## src/rtl/lfsr_rr_sched_pkg.sv

```systemverilog
// Shared types and the LFSR step function for the round-robin LFSR scheduler.
// Optional statistics counter is enabled by defining LFSR_SCHED_STATS_EN.
package lfsr_rr_sched_pkg;

  localparam int unsigned       LFSR_W      = 16;
  localparam logic [LFSR_W-1:0] LFSR_LOCKUP = 16'hFFFF;

  typedef enum logic [1:0] {IDLE, RUN, OUT} state_t;

  // XNOR taps 16,15,13,4; the all-ones state maps to itself and must never be loaded.
  function automatic logic [LFSR_W-1:0] lfsr_next(input logic [LFSR_W-1:0] s);
    return {s[14:0], s[15] ~^ s[14] ~^ s[12] ~^ s[3]};
  endfunction

endpackage

```

## src/rtl/lfsr_rr_sched_if.sv

```systemverilog
// Requester-side bundle of the LFSR scheduler; words_issued exists only when
// LFSR_SCHED_STATS_EN is defined.
interface lfsr_rr_sched_if #(
  parameter int unsigned NREQ = 4
);
  import lfsr_rr_sched_pkg::*;

  logic              seed_load;
  logic [LFSR_W-1:0] seed;
  logic [NREQ-1:0]   req;
  logic [NREQ-1:0]   gnt;
  logic              rnd_valid;
  logic [LFSR_W-1:0] rnd_data;
  logic              busy;
`ifdef LFSR_SCHED_STATS_EN
  logic [15:0]       words_issued;

  modport master (output seed_load, seed, req,
                  input  gnt, rnd_valid, rnd_data, busy, words_issued);
  modport slave  (input  seed_load, seed, req,
                  output gnt, rnd_valid, rnd_data, busy, words_issued);
`else
  modport master (output seed_load, seed, req,
                  input  gnt, rnd_valid, rnd_data, busy);
  modport slave  (input  seed_load, seed, req,
                  output gnt, rnd_valid, rnd_data, busy);
`endif

endinterface

```

## src/rtl/lfsr_rr_sched_rr_arbiter.sv

```systemverilog
// Combinational round-robin pick: first set request at or after the pointer, wrapping.
module rr_arbiter #(
  parameter  int unsigned NREQ = 4,
  localparam int unsigned IdxW = (NREQ > 1) ? $clog2(NREQ) : 1
) (
  input  logic [NREQ-1:0] i_req,
  input  logic [IdxW-1:0] i_ptr,
  output logic [NREQ-1:0] o_pick,
  output logic [IdxW-1:0] o_idx,
  output logic            o_valid
);

  always_comb begin
    o_pick  = '0;
    o_idx   = '0;
    o_valid = 1'b0;
    for (int unsigned k = 0; k < NREQ; k++) begin
      if (!o_valid && i_req[(32'(i_ptr) + k) % NREQ]) begin
        o_valid = 1'b1;
        o_idx   = IdxW'((32'(i_ptr) + k) % NREQ);
      end
    end
    if (o_valid) o_pick = NREQ'(1) << o_idx;
  end

endmodule

```

## src/rtl/lfsr_rr_sched.sv

```systemverilog
// Shares one 16-bit XNOR LFSR among NREQ requesters; each grant yields STEPS shifts.
// Define LFSR_SCHED_STATS_EN to add the saturating words_issued counter.
module lfsr_rr_sched
  import lfsr_rr_sched_pkg::*;
#(
  parameter int unsigned       NREQ         = 4,
  parameter int unsigned       STEPS        = 16,
  parameter logic [LFSR_W-1:0] DEFAULT_SEED = 16'h965A
) (
  input logic             i_clk,
  input logic             i_rst_n,
  lfsr_rr_sched_if.slave  io_bus
);

  localparam int unsigned IdxW = (NREQ > 1) ? $clog2(NREQ) : 1;
  localparam int unsigned CntW = (STEPS > 1) ? $clog2(STEPS) : 1;

  state_t            r_state;
  logic [LFSR_W-1:0] r_lfsr;
  logic [IdxW-1:0]   r_ptr;
  logic [IdxW-1:0]   r_winner;
  logic [CntW-1:0]   r_cnt;
  logic [NREQ-1:0]   r_gnt;
  logic              r_rnd_valid;
  logic [LFSR_W-1:0] r_rnd_data;
  logic              r_busy;
`ifdef LFSR_SCHED_STATS_EN
  logic [15:0]       r_words_issued;
`endif

  logic [NREQ-1:0]   w_pick;
  logic [IdxW-1:0]   w_pick_idx;
  logic              w_any;

  rr_arbiter #(
    .NREQ (NREQ)
  ) u_arb (
    .i_req   (io_bus.req),
    .i_ptr   (r_ptr),
    .o_pick  (w_pick),
    .o_idx   (w_pick_idx),
    .o_valid (w_any)
  );

  always_ff @(posedge i_clk or negedge i_rst_n) begin
    if (!i_rst_n) begin
      r_state        <= IDLE;
      r_lfsr         <= DEFAULT_SEED;
      r_ptr          <= '0;
      r_winner       <= '0;
      r_cnt          <= '0;
      r_gnt          <= '0;
      r_rnd_valid    <= 1'b0;
      r_rnd_data     <= '0;
      r_busy         <= 1'b0;
`ifdef LFSR_SCHED_STATS_EN
      r_words_issued <= '0;
`endif
    end else begin
      unique case (r_state)
        IDLE: begin
          if (io_bus.seed_load) begin
            r_lfsr <= (io_bus.seed == LFSR_LOCKUP) ? DEFAULT_SEED : io_bus.seed;
`ifdef LFSR_SCHED_STATS_EN
            r_words_issued <= '0;
`endif
          end else if (w_any) begin
            r_winner <= w_pick_idx;
            r_cnt    <= '0;
            r_busy   <= 1'b1;
            r_state  <= RUN;
          end
        end
        RUN: begin
          r_lfsr <= lfsr_next(r_lfsr);
          r_cnt  <= r_cnt + 1'b1;
          if (r_cnt == CntW'(STEPS - 1)) begin
            // Outputs are loaded here so they are registered while in OUT.
            r_rnd_valid <= 1'b1;
            r_rnd_data  <= lfsr_next(r_lfsr);
            r_gnt       <= NREQ'(1) << r_winner;
            r_state     <= OUT;
          end
        end
        OUT: begin
          r_rnd_valid <= 1'b0;
          r_rnd_data  <= '0;
          r_gnt       <= '0;
          r_busy      <= 1'b0;
          r_ptr       <= (r_winner == IdxW'(NREQ - 1)) ? '0 : r_winner + 1'b1;
          r_state     <= IDLE;
`ifdef LFSR_SCHED_STATS_EN
          if (r_words_issued != 16'hFFFF) r_words_issued <= r_words_issued + 1'b1;
`endif
        end
        default: r_state <= IDLE;
      endcase
    end
  end

  assign io_bus.gnt       = r_gnt;
  assign io_bus.rnd_valid = r_rnd_valid;
  assign io_bus.rnd_data  = r_rnd_data;
  assign io_bus.busy      = r_busy;
`ifdef LFSR_SCHED_STATS_EN
  assign io_bus.words_issued = r_words_issued;
`endif

endmodule
```

## src/flat_wrapper.sv

```systemverilog
// flat-port wrapper written by rule: the top's interface ports become plain ports
module lfsr_rr_sched_flat import lfsr_rr_sched_pkg::*;
#(
  parameter int unsigned       NREQ         = 4,
  parameter int unsigned       STEPS        = 16,
  parameter logic [LFSR_W-1:0] DEFAULT_SEED = 16'h965A
)
  (i_clk, i_rst_n, io_bus_seed_load, io_bus_seed, io_bus_req, io_bus_gnt, io_bus_rnd_valid, io_bus_rnd_data, io_bus_busy);
  lfsr_rr_sched_if #(.NREQ(NREQ)) io_bus_i ();
  input logic i_clk;
  input logic i_rst_n;
  input wire logic [$bits(io_bus_i.seed_load)-1:0] io_bus_seed_load;
  input wire logic [$bits(io_bus_i.seed)-1:0] io_bus_seed;
  input wire logic [$bits(io_bus_i.req)-1:0] io_bus_req;
  output wire logic [$bits(io_bus_i.gnt)-1:0] io_bus_gnt;
  output wire logic [$bits(io_bus_i.rnd_valid)-1:0] io_bus_rnd_valid;
  output wire logic [$bits(io_bus_i.rnd_data)-1:0] io_bus_rnd_data;
  output wire logic [$bits(io_bus_i.busy)-1:0] io_bus_busy;
  assign io_bus_i.seed_load = io_bus_seed_load;
  assign io_bus_i.seed = io_bus_seed;
  assign io_bus_i.req = io_bus_req;
  assign io_bus_gnt = io_bus_i.gnt;
  assign io_bus_rnd_valid = io_bus_i.rnd_valid;
  assign io_bus_rnd_data = io_bus_i.rnd_data;
  assign io_bus_busy = io_bus_i.busy;
  lfsr_rr_sched #(.NREQ(NREQ), .STEPS(STEPS), .DEFAULT_SEED(DEFAULT_SEED)) u_core (.i_clk(i_clk), .i_rst_n(i_rst_n), .io_bus(io_bus_i));
endmodule
```

## config.mk

```make
export PLATFORM = sky130hd
export DESIGN_NAME = lfsr_rr_sched_flat
export DESIGN_NICKNAME = d
export VERILOG_FILES = /design/src/rtl/lfsr_rr_sched_pkg.sv /design/src/rtl/lfsr_rr_sched_if.sv /design/src/rtl/lfsr_rr_sched_rr_arbiter.sv /design/src/rtl/lfsr_rr_sched.sv /design/src/flat_wrapper.sv
export SDC_FILE = /design/constraint.sdc
export NUM_CORES = 1
export LEC_CHECK = 0
export ABC_AREA = 1
export BUFFER_PORTS_ARGS = -buffer_cell sky130_fd_sc_hd__buf_4
export CORE_MARGIN = 2
export CORE_UTILIZATION = 60
export DETAILED_ROUTE_END_ITERATION = 7
export PLACE_DENSITY = 0.84
export REMOVE_ABC_BUFFERS = 1
export SETUP_SLACK_MARGIN = 0.1
export SLEW_MARGIN = 10
export SYNTH_ARGS = -nofsm -noshare
export SYNTH_HDL_FRONTEND = slang
export SYNTH_HIERARCHICAL = 1
export SYNTH_SLANG_ARGS = --single-unit
```

## constraint.sdc

```tcl
create_clock -name i_clk -period 2.7 [get_ports i_clk]
set_clock_uncertainty 0.1 [all_clocks]
set_input_delay 0.27 -clock i_clk [delete_from_list [all_inputs] [get_ports i_clk]]
set_output_delay 0.27 -clock i_clk [all_outputs]
set_load 0.05 [all_outputs]
```

==> results of run 1 <==
final cells by class:
type                            count  area, sq um
Clock inverter                      2         60.1
Fill cell                         312          987
Timing Repair Buffer               48          363
Sequential cell                    48         1210
Inverter                           40          158
Clock buffer                        6         72.6
Tap cell                           50         62.6
Multi-Input combinational cell    237         1170
worst min-delay path, delay by kind of cell:
family,cells,cell delay [ps]
AOI/OAI and AO/OA,1,90
and+or+nand+nor,1,50
buffers and inverters,1,90
worst min path at each step:
| stage | depth (start not counted) | start | endpoint | slack, ps |
|---|---|---|---|---|
| CTS | 3 | io_bus_seed[3] | u_core/r_lfsr[3] | 130 |
| floorplan | 0 | i_rst_n | u_core/io_bus.busy | -130 |
| finish | 3 | io_bus_seed[15] | u_core/r_lfsr[15] | 130 |
| detailed placement | 1 | i_rst_n | u_core/r_ptr[1] | 220 |
| global placement | 1 | i_rst_n | u_core/r_ptr[1] | 220 |
| global route | 3 | io_bus_seed[3] | u_core/r_lfsr[3] | 140 |
metrics by stage:
stage | hold WS [ps] | power (W) | utilization (%) | setup WS [ps] | area (sq um)
2_1_floorplan | -126 | 0.00261 | - | 994 | 2540
3_3_place_gp | 215 | 0.00310 | 72.4 | 780 | 2960
3_5_place_dp | 219 | 0.00316 | 72.4 | 726 | 2960
4_1_cts | 129 | 0.00379 | 75.8 | 665 | 3100
5_1_grt | 143 | 0.00404 | 75.8 | 481 | 3100
6_report | 133 | 0.00379 | 75.8 | 656 | 3100
timing repair:
| action | in CTS | in global routing |
|---|---|---|
| hold buffers | 1 | 0 |
| endpoints found under the hold margin | 40 | 0 |
| setup endpoints to repair | 0 | 0 |
metal layers:
| metal | vias to the layer above | track usage (%) |
|---|---|---|
| met5 | - | 0 |
| met4 | 0 | 9.40 |
| met3 | 17 | 5.23 |
| met2 | 75 | 44.6 |
| met1 | 1097 | 33.3 |
| li1 | 1149 | - |
power by group:
group | internal (W) | switching, W
Clock | 0.000370 | 0.000243
Sequential | 0.00108 | 0.000200
Combinational | 0.000595 | 0.00130
registers in the layout, summed over array words and instances, names as in the netlist:
signal,cells
u_core/io_bus.busy,1
u_core/io_bus.gnt,4
u_core/io_bus.rnd_data,16
u_core/io_bus.rnd_valid,1
u_core/r_cnt,4
u_core/r_lfsr,16
u_core/r_ptr,2
u_core/r_state,2
u_core/r_winner,2
==> impl_metrics.json, run 1 <==
{
  "post-cts-setup-buffer-count": 0,
  "vias": 2338,
  "rsz0062_at_grt": "false",
  "dr_wl_met3_um": 307,
  "dr.pass1.iters": 4,
  "port_buffers": 44,
  "fin_crit_ps": 2040,
  "hold_path.class": "in -> reg",
  "hold_violations": 0,
  "outcome": "completed",
  "final_common_cell": "nand2_1",
  "start_kind": "flop",
  "drt_wl_total_mm": 6.02,
  "met1_length_mm": 2.67,
  "die_h_um": 69.8,
  "grt_use_total_pct": 26.2,
  "die_area_sq_um": 4870,
  "finalCritPeriodShare_pct": 75.7,
  "max_freq_ghz": 0.489,
  "grt_max_degree": 49,
  "diodes": 0,
  "criticalPathCategory": "reg -> reg",
  "cts_max_level": 2,
  "max_cap_violations": 0,
  "hpwl_mm": 4.20,
  "critPathSlowestCell": "dfrtp_1",
  "r2r_cells": 8,
  "path_cells": "nand2_1 > nand3_1 > nand2_2 > nor2_4 > nand3_2 > nand3b_1 > nand2_1 > a21oi_1",
  "drt-initial-drc-count": 164,
  "wl_per_cell_um": 14.0,
  "crit_buf_inv": 0,
  "gp_congestion": 0.857,
  "syn_to_final_growth_pct": 19.4,
  "fin_cells": 431,
  "ir_worst_vdd_uv": 669,
  "cts_buffers": 5,
  "path_max_fanout": 11,
  "maxSlewViolCount": 0,
  "cp-end-kind": "flop",
  "cts-root-buf": "clkbuf_8",
  "nNetsFinal": 408,
  "finalSetupViolCount": 0,
  "arrival_ps": 2170,
  "rrSetupSlack_ps": 660,
  "reg2reg_to": "u_core/r_cnt[0]",
  "setup_tns_ps": 0,
  "syn_inst": 334,
  "grt.overflow.total": 0,
  "routed.top_layer": "met4",
  "required_ps": 2820,
  "clk_latency_ps": 300,
  "vias_per_cell": 5.42,
  "slowest_delay_ps": 650,
  "start_util_pct": 63.5,
  "drc": 0,
  "tritoncts": "built",
  "num_rows": 23,
  "syn_area_per_cell_sq_um": 7.77,
  "clock-sinks": 48,
  "crit_path_end": "u_core/r_cnt[0]",
  "ant_nets": 0,
  "wl_met2_mm": 2.89,
  "final_cell_mix": "nand2_1, buf_4, dfrtp_1, inv_1, nand3_1",
  "crit_path_start": "u_core/r_ptr[0]",
  "yosysWarnings": 6,
  "drive_gt1_share_pct": 23.4,
  "max-slew-margin-rel_pct": 59.7,
  "antenna_found_initial": 0,
  "core_area_sq_um": 4090,
  "grt_pass1_vias": 2238,
  "dp_cells": 422,
  "worstMarginPinSlew_ps": 604,
  "clk_pin_slew_ps": 90,
  "grt_pass1_wl_mm": 10.2,
  "die_x_um": 69.8,
  "r2r_start": "u_core/r_ptr[0]",
  "p_per_area_nw_per_um2": 1220,
  "cts_resized": 0,
  "clk_path_buf_depth": 2,
  "pin_count": 45,
  "total_leakage_power_nw": 1.70,
  "cp_top_family": "simple AND/OR/NAND/NOR gates",
  "cp_num_cells": 8,
  "cpMostUsedCell": "nand2_1",
  "synth_area_sq_um": 2590
}
Note: power is estimated with default switching activity, not from simulation.
==> run 2: changes to the inputs <==
--- a/config.mk
+++ b/config.mk
@@ -5,12 +5,12 @@
 export SDC_FILE = /design/constraint.sdc
 export NUM_CORES = 1
 export LEC_CHECK = 0
-export ABC_AREA = 1
+export ABC_AREA = 0
 export BUFFER_PORTS_ARGS = -buffer_cell sky130_fd_sc_hd__buf_4
 export CORE_MARGIN = 2
-export CORE_UTILIZATION = 60
+export CORE_UTILIZATION = 49
 export DETAILED_ROUTE_END_ITERATION = 7
-export PLACE_DENSITY = 0.84
+export PLACE_DENSITY = 0.75
 export REMOVE_ABC_BUFFERS = 1
 export SETUP_SLACK_MARGIN = 0.1
 export SLEW_MARGIN = 10
==> constraint.sdc (replaced) <==
create_clock -name i_clk -period 1.7 [get_ports i_clk]
set_clock_uncertainty 0.1 [all_clocks]
set_input_delay 0.17 -clock i_clk [delete_from_list [all_inputs] [get_ports i_clk]]
set_output_delay 0.17 -clock i_clk [all_outputs]
set_load 0.05 [all_outputs]
==> run 2 against run 1 <==
Via count decreased by 24%; combinational power increased by 19%; utilization down 14 points; sequential share of layout area up 5.0 points; largest cell class unchanged; critical path type is now in -> reg; largest power group unchanged; die area is 6.6% higher; sequential cell count stayed put; sequential power is 65% higher; worst hold slack worse by 120 ps; synthesized area fell by 13%.
==> impl_metrics.json, run 2 <==
{
  "outcome": "completed",
  "ir_worst_vdd_uv": 1020,
  "dr.pass1.iters": 4,
  "num_rows": 24,
  "cts_max_level": 2,
  "port_buffers": 44,
  "core_area_sq_um": 4410,
  "fin_cells": 334,
  "grt_max_degree": 49,
  "drive_gt1_share_pct": 27.0,
  "syn_area_per_cell_sq_um": 9.65,
  "max_cap_violations": 0,
  "hpwl_mm": 3.23,
  "clk_path_buf_depth": 2,
  "worstMarginPinSlew_ps": 573,
  "clock-sinks": 48,
  "clk_pin_slew_ps": 80,
  "grt.overflow.total": 0,
  "final_cell_mix": "nand2_1, buf_4, dfrtp_1, o21ai_0, nor2_1",
  "die_h_um": 72.0,
  "hold_violations": 0,
  "arrival_ps": 1620,
  "syn_inst": 235,
  "cts_buffers": 5,
  "tritoncts": "built",
  "required_ps": 1790,
  "die_area_sq_um": 5190,
  "total_leakage_power_nw": 1.30,
  "fin_crit_ps": 1540,
  "nNetsFinal": 309,
  "dpl_cell_area_sq_um": 2620,
  "cp-end-kind": "flop",
  "maxSlewViolCount": 0,
  "yosysWarnings": 6,
  "synth_area_sq_um": 2270,
  "clk_latency_ps": 300,
  "drt_wl_total_mm": 4.57,
  "diodes": 0,
  "finalSetupViolCount": 0,
  "criticalPathCategory": "in -> reg",
  "stdcell_area_sq_um": 2750,
  "die_x_um": 72.0,
  "grt_pass1_wl_mm": 7.56,
  "rsz0062_at_grt": "true",
  "finalCritPeriodShare_pct": 90.3,
  "power_w": 0.00500,
  "p_per_area_nw_per_um2": 1820,
  "max-slew-margin-rel_pct": 61.8,
  "hold_path.class": "in -> reg",
  "antenna_found_initial": 0,
  "grt_pass1_vias": 1627,
  "start_kind": "primary input",
  "wl_per_cell_um": 13.7,
  "grt_use_total_pct": 18.7,
  "drc": 0,
  "vias": 1779,
  "drt-initial-drc-count": 108,
  "max_freq_ghz": 0.651,
  "cts-root-buf": "clkbuf_8",
  "ant_nets": 0,
  "path_max_fanout": 8,
  "pin_count": 45,
  "gp_congestion": 0.837,
  "start_util_pct": 51.4,
  "vias_per_cell": 5.33,
  "syn_to_final_growth_pct": 21.2,
  "final_common_cell": "nand2_1",
  "dp_cells": 324
}
run 2: area by class of cell:
class,count,area (sq um)
Clock buffer,7,76.3
Clock inverter,1,5.00
Fill cell,387,1670
Inverter,6,22.5
Multi-Input combinational cell,166,953
Sequential cell,48,1210
Tap cell,52,65.1
Timing Repair Buffer,54,414
run 2: worst paths after layout:
kind	from	to	slack, ps	cells past startpoint
min in group asynchronous	i_rst_n	u_core/io_bus.rnd_data[4]	310	2
max in group asynchronous	i_rst_n	u_core/r_cnt[0]	790	2
setup reg to reg	u_core/r_state[0]	u_core/r_lfsr[2]	190	4
hold / removal	io_bus_seed[0]	u_core/r_lfsr[0]	9	2
setup / recovery	io_bus_seed[6]	u_core/r_lfsr[0]	160	6
hold reg to reg	u_core/io_bus.rnd_valid	u_core/io_bus.rnd_valid	380	1
run 2: layer usage:
layer,track usage (%),share of wire (%),wire [um]
met1,24.7,47,2150
met2,30.7,48,2180
met3,4.17,4.4,202
met4,6.50,0.87,40
met5,0,0,0
run 2: timing repair:
action,4_1_cts,5_1_grt
endpoints found under the hold margin,41,0
resized for setup,0,5
setup buffers,0,0
endpoints found under the setup margin,0,12
hold buffers,2,0
run 2: worst max-delay path, stage by stage:
cell	delay, ps
dlygate4sd3_1	530
buf_4	110
nand4_1	150
nor4_4	220
nor2_4	100
a221o_1	350
run 2: where the power goes:
part,internal (W),switching [W]
Combinational,0.000861,0.00140
Sequential,0.00171,0.000396
Clock,0.000289,0.000344
run 2: metrics by stage:
stage	hold WS [ps]	worst slack, ps	setup TNS, ps	utilization, %
after floorplan	-226	-156	-3190	-
after global placement	112	196	0	59.4
after detailed placement	116	149	0	59.4
after CTS	0.141	137	0	61.7
after global routing	2.61	66.2	0	62.2
final	8.53	165	0	62.2
==> run 3: changes to the inputs <==
--- a/config.mk
+++ b/config.mk
@@ -8,9 +8,8 @@
 export ABC_AREA = 0
 export BUFFER_PORTS_ARGS = -buffer_cell sky130_fd_sc_hd__buf_4
 export CORE_MARGIN = 2
-export CORE_UTILIZATION = 49
+export CORE_UTILIZATION = 35
 export DETAILED_ROUTE_END_ITERATION = 7
-export PLACE_DENSITY = 0.75
 export REMOVE_ABC_BUFFERS = 1
 export SETUP_SLACK_MARGIN = 0.1
 export SLEW_MARGIN = 10
==> run 3 against run 2 <==
Worst setup slack got worse by 11 ps; non-clock buffer count increased by 9; die area increased by 38%; clock power increased by 32%; fmax decreased by 0.71%; global-route usage decreased by 3.7 points; worst hold slack got worse by 0.91 ps; register-to-register slack got worse by 40 ps; total power increased by 5.5%; highest routed layer unchanged.
==> impl_metrics.json, run 3 (synthesis results as in run 2) <==
{
  "outcome": "completed",
  "final_common_cell": "nand2_1",
  "grt_pass1_vias": 1785,
  "syn_to_final_growth_pct": 28.8,
  "die_h_um": 84.5,
  "cp-end-kind": "flop",
  "hold_path.class": "in -> reg",
  "clk_pin_slew_ps": 90,
  "setup_tns_ps": 0,
  "clock-sinks": 48,
  "clk_latency_ps": 310,
  "finalSetupViolCount": 0,
  "hold_start": "io_bus_seed[8]",
  "p_per_area_nw_per_um2": 1810,
  "drt-initial-drc-count": 137,
  "max_cap_violations": 0,
  "start_kind": "flop",
  "ir_worst_vdd_uv": 941,
  "pin_count": 45,
  "path_max_fanout": 12,
  "max_freq_ghz": 0.647,
  "criticalPathCategory": "reg -> reg",
  "grt_pass1_wl_mm": 8.68,
  "clk_path_buf_depth": 2,
  "tritoncts": "built",
  "drive_gt1_share_pct": 27.8,
  "required_ps": 1790,
  "drt_wl_total_mm": 5.24,
  "nNetsFinal": 318,
  "maxSlewViolCount": 0,
  "vias_per_cell": 5.10,
  "finalCritPeriodShare_pct": 90.9,
  "post-route-util_pct": 46.2,
  "r2r_start": "u_core/r_state[1]",
  "nFillCells": 610,
  "arrival_ps": 1640,
  "num_rows": 29,
  "cts_buffers": 5,
  "cts_max_level": 2,
  "crit_path_start": "u_core/r_state[1]",
  "ant_nets": 0,
  "grt.overflow.total": 0,
  "fin_crit_ps": 1550,
  "port_buffers": 44,
  "diodes": 0,
  "total_leakage_power_nw": 1.39,
  "core_area_sq_um": 6310,
  "drc": 0,
  "grt_use_total_pct": 15.0,
  "hold_violations": 0,
  "max-slew-margin-rel_pct": 60.1,
  "antenna_found_initial": 0,
  "hpwl_mm": 3.55,
  "grt_max_degree": 49,
  "cts-root-buf": "clkbuf_8",
  "worstMarginPinSlew_ps": 599,
  "final_cell_mix": "nand2_1, buf_4, dfrtp_1, o21ai_0, nor2_1",
  "gp_congestion": 0.810,
  "die_area_sq_um": 7140,
  "vias": 1875,
  "start_util_pct": 35.9,
  "wl_per_cell_um": 14.2,
  "rsz0062_at_grt": "false",
  "dr.pass1.iters": 4,
  "die_x_um": 84.5
}
## run 3: final timing paths
kind,endpoint,slack (ps),cells past startpoint
max reg2reg,u_core/r_lfsr[2],150,4
min,u_core/r_lfsr[8],8,2
max in group asynchronous,u_core/io_bus.gnt[2],780,2
max,u_core/r_lfsr[2],150,4
min reg2reg,u_core/r_cnt[3],390,1
min in group asynchronous,u_core/io_bus.rnd_data[6],310,2
## run 3: repair_timing
item | 4_1_cts | 5_1_grt
endpoints found under the setup margin | 0 | 16
hold buffers | 9 | 0
gates resized for setup | 0 | 10
hold endpoints to repair | 48 | 0
setup buffers | 0 | 2
## run 3: final cells by class
class / instances / area (sq um) / area share [%]
clock inverter: 3 / 42.5 / 1.46
timing repair buffer: 63 / 522 / 17.9
multi-input combinational: 166 / 956 / 32.7
sequential: 48 / 1210 / 41.5
tap: 77 / 96.3 / 3.30
clock buffer: 5 / 68.8 / 2.36
inverter: 6 / 22.5 / 0.772
## run 3: critical path, cell delays in order (launching register included)
cell and delay (ps):
dfrtp_1 450, nand2b_1 230, buf_4 200, and3_1 170, a221o_1 270
## run 3: through the flow
step / instance area, sq um / hold slack [ps] / instances / total power, W / worst slack, ps
after global routing: 2920 / 4.16 / 368 / 0.00562 / 107
after floorplan: 2170 / -226 / 220 / 0.00364 / -156
after global placement: 2670 / 119 / 349 / 0.00435 / 205
after CTS: 2870 / 1.16 / 366 / 0.00527 / 106
final: 2920 / 7.63 / 368 / 0.00527 / 154
after detailed placement: 2670 / 124 / 349 / 0.00439 / 157
## run 3: layer usage
layer / vias to the layer above / track usage, % / wire [um] / part of all wire (%)
met5: - / 0 / 0 / 0
met3: 8 / 3.15 / 267 / 5.1
met2: 57 / 22.8 / 2460 / 47
met1: 898 / 21.0 / 2440 / 47
met4: 0 / 5.77 / 73 / 1.4
li1: 912 / - / - / -
## run 3: power breakdown
| group | switching (W) | total (W) | internal, W | leakage [nW] |
|---|---|---|---|---|
| combinational | 0.00143 | 0.00233 | 0.000896 | 0.753 |
| clock | 0.000402 | 0.000837 | 0.000436 | 0.0541 |
| sequential | 0.000400 | 0.00211 | 0.00171 | 0.587 |
| total | 0.00223 | 0.00527 | 0.00304 | 1.39 |
